File: src/rtl/gate_op_arbiter.sv
// Round-robin arbiter sharing one registered bitwise logic unit (AND/OR/NOT/NAND) among N_REQ requesters.
// Optional build macro GATE_ARB_XOR_EN adds NOR (100) and XOR (101) opcodes.
module gate_op_arbiter #(
  parameter int unsigned WIDTH = 8,
  parameter int unsigned N_REQ = 4
) (
  input  logic                       iClk,
  input  logic                       iRst,
  input  logic [N_REQ-1:0]           iReq,
  input  logic [3*N_REQ-1:0]         iOp,
  input  logic [WIDTH*N_REQ-1:0]     iA,
  input  logic [WIDTH*N_REQ-1:0]     iB,
  input  logic                       iReady,
  output logic [N_REQ-1:0]           oGnt,
  output logic                       oValid,
  output logic [WIDTH-1:0]           oResult,
  output logic [$clog2(N_REQ)-1:0]   oReqId,
  output logic                       oErr
);

  localparam int unsigned IDW = $clog2(N_REQ);

  localparam logic [1:0] IDLE = 2'd0;
  localparam logic [1:0] EXEC = 2'd1;
  localparam logic [1:0] HOLD = 2'd2;

  logic [1:0]       state_q, state_d;
  logic [IDW-1:0]   ptr_q, ptr_d;
  logic [IDW-1:0]   id_q, id_d;
  logic [2:0]       op_q, op_d;
  logic [WIDTH-1:0] a_q, a_d;
  logic [WIDTH-1:0] b_q, b_d;
  logic [N_REQ-1:0] gnt_q, gnt_d;
  logic             valid_q, valid_d;
  logic [WIDTH-1:0] result_q, result_d;
  logic             err_q, err_d;

  logic [2:0]       op_arr [N_REQ];
  logic [WIDTH-1:0] a_arr  [N_REQ];
  logic [WIDTH-1:0] b_arr  [N_REQ];
  logic             pick_found;
  logic [IDW-1:0]   pick_idx;
  logic [IDW-1:0]   cand_idx;
  logic [WIDTH:0]   eval;

  // Returns {err, result}; undecoded opcodes yield a zero result with err set.
  function automatic logic [WIDTH:0] gate_eval(input logic [2:0] op,
                                               input logic [WIDTH-1:0] a,
                                               input logic [WIDTH-1:0] b);
    case (op)
      3'b000:  gate_eval = {1'b0, a & b};
      3'b001:  gate_eval = {1'b0, a | b};
      3'b010:  gate_eval = {1'b0, ~a};
      3'b011:  gate_eval = {1'b0, ~(a & b)};
`ifdef GATE_ARB_XOR_EN
      3'b100:  gate_eval = {1'b0, ~(a | b)};
      3'b101:  gate_eval = {1'b0, a ^ b};
`endif
      default: gate_eval = {1'b1, {WIDTH{1'b0}}};
    endcase
  endfunction

  always_comb begin
    for (int unsigned i = 0; i < N_REQ; i++) begin
      op_arr[i] = iOp[3*i +: 3];
      a_arr[i]  = iA[WIDTH*i +: WIDTH];
      b_arr[i]  = iB[WIDTH*i +: WIDTH];
    end
  end

  // First set request bit scanning from ptr upward with wrap.
  always_comb begin
    pick_found = 1'b0;
    pick_idx   = '0;
    cand_idx   = '0;
    for (int unsigned k = 0; k < N_REQ; k++) begin
      cand_idx = IDW'((32'(ptr_q) + k) % N_REQ);
      if (!pick_found && iReq[cand_idx]) begin
        pick_found = 1'b1;
        pick_idx   = cand_idx;
      end
    end
  end

  assign eval = gate_eval(op_q, a_q, b_q);

  always_comb begin
    state_d  = state_q;
    ptr_d    = ptr_q;
    id_d     = id_q;
    op_d     = op_q;
    a_d      = a_q;
    b_d      = b_q;
    gnt_d    = '0;
    valid_d  = valid_q;
    result_d = result_q;
    err_d    = err_q;
    case (state_q)
      IDLE: begin
        if (pick_found) begin
          id_d            = pick_idx;
          op_d            = op_arr[pick_idx];
          a_d             = a_arr[pick_idx];
          b_d             = b_arr[pick_idx];
          gnt_d[pick_idx] = 1'b1;
          state_d         = EXEC;
        end
      end
      EXEC: begin
        err_d    = eval[WIDTH];
        result_d = eval[WIDTH-1:0];
        valid_d  = 1'b1;
        state_d  = HOLD;
      end
      HOLD: begin
        if (iReady) begin
          valid_d = 1'b0;
          ptr_d   = (id_q == IDW'(N_REQ - 1)) ? '0 : id_q + IDW'(1);
          state_d = IDLE;
        end
      end
      default: state_d = IDLE;
    endcase
  end

  always_ff @(posedge iClk or posedge iRst) begin
    if (iRst) begin
      state_q  <= IDLE;
      ptr_q    <= '0;
      id_q     <= '0;
      op_q     <= '0;
      a_q      <= '0;
      b_q      <= '0;
      gnt_q    <= '0;
      valid_q  <= 1'b0;
      result_q <= '0;
      err_q    <= 1'b0;
    end else begin
      state_q  <= state_d;
      ptr_q    <= ptr_d;
      id_q     <= id_d;
      op_q     <= op_d;
      a_q      <= a_d;
      b_q      <= b_d;
      gnt_q    <= gnt_d;
      valid_q  <= valid_d;
      result_q <= result_d;
      err_q    <= err_d;
    end
  end

  assign oGnt    = gnt_q;
  assign oValid  = valid_q;
  assign oResult = result_q;
  assign oReqId  = id_q;
  assign oErr    = err_q;

endmodule

File: config.mk
export PLATFORM = sky130hd
export DESIGN_NAME = gate_op_arbiter
export DESIGN_NICKNAME = d
export VERILOG_FILES = /design/src/rtl/gate_op_arbiter.sv
export SDC_FILE = /design/constraint.sdc
export NUM_CORES = 1
export LEC_CHECK = 0
export ABC_AREA = 1
export CELL_PAD_IN_SITES_DETAIL_PLACEMENT = 0
export CELL_PAD_IN_SITES_GLOBAL_PLACEMENT = 1
export CORE_MARGIN = 2
export CORE_UTILIZATION = 33
export DETAILED_ROUTE_END_ITERATION = 16
export GPL_ROUTABILITY_DRIVEN = 0
export PLACE_DENSITY = 0.94
export SYNTH_ARGS = -nofsm -noshare
export SYNTH_HDL_FRONTEND = slang
export SYNTH_SLANG_ARGS = --single-unit
File: constraint.sdc
create_clock -name iClk -period 5.7 [get_ports iClk]
set_clock_uncertainty 0.2 [all_clocks]
set_input_delay 0.57 -clock iClk [delete_from_list [all_inputs] [get_ports iClk]]
set_output_delay 0.57 -clock iClk [all_outputs]
set_load 0.02 [all_outputs]
==> impl_metrics.tcl <==
set metrics [dict create \
    routedWlPerCell_um 12.1 \
    ctsHtreeMaxLevel 2 \
    synth_top_family_by_area "simple AND/OR/NAND/NOR gates" \
    drt-pass1-iter-count 5 \
    cp_slowest_stage_delay_ns 0.68 \
    synth_cell_types 23 \
    antennaDiodeCount 0 \
    yosysWarnings 0 \
    crit_top_cell "nand2_1" \
    synth_edf_count 0 \
    crit_path_end_kind "flop" \
    avgSynthCellArea_um2 6.23 \
    die_w_um 97.4 \
    syn_inst 462 \
    ios 99 \
    grt_max_degree 43 \
    grt_setup_unrepaired "no" \
    vias 3108 \
    critPathTopFamily "simple AND/OR/NAND/NOR gates" \
    postRouteAntennaNets 0 \
    sw_frac_of_total_pct 55.3 \
    synth_adder_area_share_pct 0.434 \
    seq_power_share_pct 22.2 \
    crit_fanout 42 \
    drv_cap 0 \
    yosys.area_share.simple_pct 50.9 \
    fmax_ghz 0.309 \
    drt-total-wl_um 7820 \
    fin_nets 626 \
    synth_compound_area_share_pct 5.00 \
    rows 34 \
    grt_util_all_layers_pct 16.3 \
    core_area_mm2 0.00859 \
    port_buffers 98 \
    cts-root-buf "clkbuf_8" \
    crit_type "input port to flop" \
    fin_util_pct 45.5 \
    clk_path_buf_depth 2 \
    post-cts-setup-buffers 0 \
    drc 0 \
    setup_tns_ns 0 \
    syn_nets 546 \
    vias_per_cell 4.79 \
    p_per_area_mw_per_mm2 591 \
    power.internal_uw 1030 \
    arrival_ns 3.27 \
    relSlewSlack_pct 44.2 \
    p_leak_uw 0.00200 \
    yosysSeqAreaShare_pct 33.9 \
    required_ns 5.73 \
    area_growth_pct 35.6 \
    power.total_uw 2310 \
    start_util_pct 33.5 \
    dp_hpwl_um 5900 \
    fin_crit_ns 3.24 \
    overflow 0 \
    grt_antenna_before_repair 0 \
    worst_slew_pin_slew_ns 0.831 \
    die_area_mm2 0.00949 \
    clkSinkCount 39 \
    ir_worst_vdd_mv 0.230 \
    slowest_stage "nand3_4" \
    grt_pass1_wl_um 13100 \
    combPwrFrac_pct 70.6 \
    finalHoldViolCount 0 \
    grt_pass1_vias 2905 \
    drt_iter0_drc 165 \
    path_buf_inv 3 \
    fillers 926 \
    final.period_utilization_pct 56.8 \
    power_switching_uw 1280 \
    crit_path_start_kind "input port" \
    synth-xor-area-share_pct 0 \
    finalSetupViolCount 0 \
    cts-resized-gates 0 \
    clockPowerShare_pct 7.2 \
    hold_class "flop to flop" \
    status "complete, no violations" \
    cts_buffers 5 \
    synthArstFlopShare_pct 100 \
    fp.dieH_um 97.4 \
    cts_tree "done" \
    cp_cell_sequence "clkdlybuf4s50_1 -> inv_1 -> nand2_1 -> nand3_1 -> nand2_2 -> inv_2 -> nand3_2 -> nand3_4 -> nand2_1 -> nand2_1 -> nand2_1 -> nand2_1 -> nand2_1 -> nand2_1" \
    drive_gt1_share_pct 3.70 \
    synthFlopType "dfrtp_1" \
    synthesis.area_mm2 0.00288 \
    ys_ff_latch 39 \
    cts_hold_buffers 0 \
    drv_slew 0 \
    muxShareOfSynthArea_pct 0 \
    insertion_delay_ns 0.29 \
    path_clk_slew_ns 0.07 \
]
## metal layers
| layer | part of all wire, % | track usage, % |
|---|---|---|
| met5 | 0 | 0 |
| met4 | 2.0 | 5.56 |
| met3 | 4.8 | 2.37 |
| met2 | 44 | 25.3 |
| met1 | 50 | 23.4 |
## synthesized netlist by cell type (3+ instances only)
library cell / n / area [um^2]
nor3_1: 9 / 45.0
o2111ai_1: 8 / 70.1
dfrtp_1: 39 / 976
nand3_1: 7 / 35.0
inv_1: 24 / 90.1
o21ai_0: 9 / 45.0
o21ai_1: 3 / 15.0
nand2_1: 279 / 1050
nand2_2: 3 / 18.8
buf_4: 9 / 67.6
nand4_1: 39 / 244
buf_2: 13 / 65.1
inv_2: 6 / 22.5
buf_6: 3 / 33.8
## area by class of cell
class | count | area (um^2) | share of cell area [%]
flip-flops and latches | 39 | 976 | 25.0
clock buffers | 6 | 72.6 | 1.86
inverters | 30 | 113 | 2.88
well taps | 108 | 135 | 3.46
multi-input cells | 367 | 1620 | 41.5
repair buffers | 99 | 988 | 25.3
## power by group through the flow
stage	Sequential [uW]	Clock [uW]	Combinational, uW
finish	512	167	1630
global placement	512	0	1610
global route	531	185	1870
detailed placement	515	0	1630
CTS	511	172	1630
floorplan	532	0	1310
## sequential cells by signal, indices dropped and copies added, names as in the netlist
register  cells
oReqId        2
oErr          1
state_q       2
a_q           8
op_q          3
oResult       8
oGnt          4
b_q           8
ptr_q         2
oValid        1
## worst register-to-register path: stages (launching register included)
cell     delay [ns]
dfrtp_1        0.59
inv_2          0.17
nand2_1        0.11
nand2_2        0.08
nand2_1        0.07
nand2_1        0.05
nand2_1        0.08
nand3_2        0.60
nand3_4        0.69
nand2_1        0.14
nand2_1        0.09
nand2_1        0.07
nand2_1        0.10
nand2_1        0.05
nand2_1        0.06
## worst paths after layout
check	cells after the start	to	slack [ns]	from
max	14	b_q[3]	2.46	iReq[3]
min	2	oResult[3]	0.28	oResult[3]
max reg2reg	14	b_q[3]	2.48	ptr_q[0]
min reg2reg	2	oResult[3]	0.28	oResult[3]
max in group asynchronous	3	b_q[5]	4.46	iRst
min in group asynchronous	3	oGnt[2]	0.49	iRst
## cells in the final DEF, fill, tap and decap left out, types with 2 or more instances in the layout
master / netlist / final
nand3_4: 2 / 2
clkdlybuf4s50_1: 0 / 98
clkbuf_8: 0 / 5
nand3_1: 7 / 7
nor2_1: 2 / 2
o2111ai_1: 8 / 8
nand2_1: 279 / 279
inv_2: 6 / 6
nand2_2: 3 / 3
inv_1: 24 / 24
nor3_1: 9 / 9
o21ai_0: 9 / 9
dfrtp_1: 39 / 39
nand4_1: 39 / 39
o21ai_1: 3 / 3
## kinds of logic after synthesis
logic type	Yosys count
fa+ha+maj	1
flops	39
buf+inv	56
simple gates	344
compound gates	22
## metrics by stage
step                      cells  area [um^2]  setup WS [ns]  hold slack (ns)
after CTS                   649         3910           2.51            0.280
after global routing        649         3910           2.11            0.300
after floorplan             462         2880           3.71            0.265
after detailed placement    643         3830           2.21            0.263
final                       649         3910           2.46            0.277
after global placement      643         3830           2.29            0.262
(Power assumes the default switching activity.)
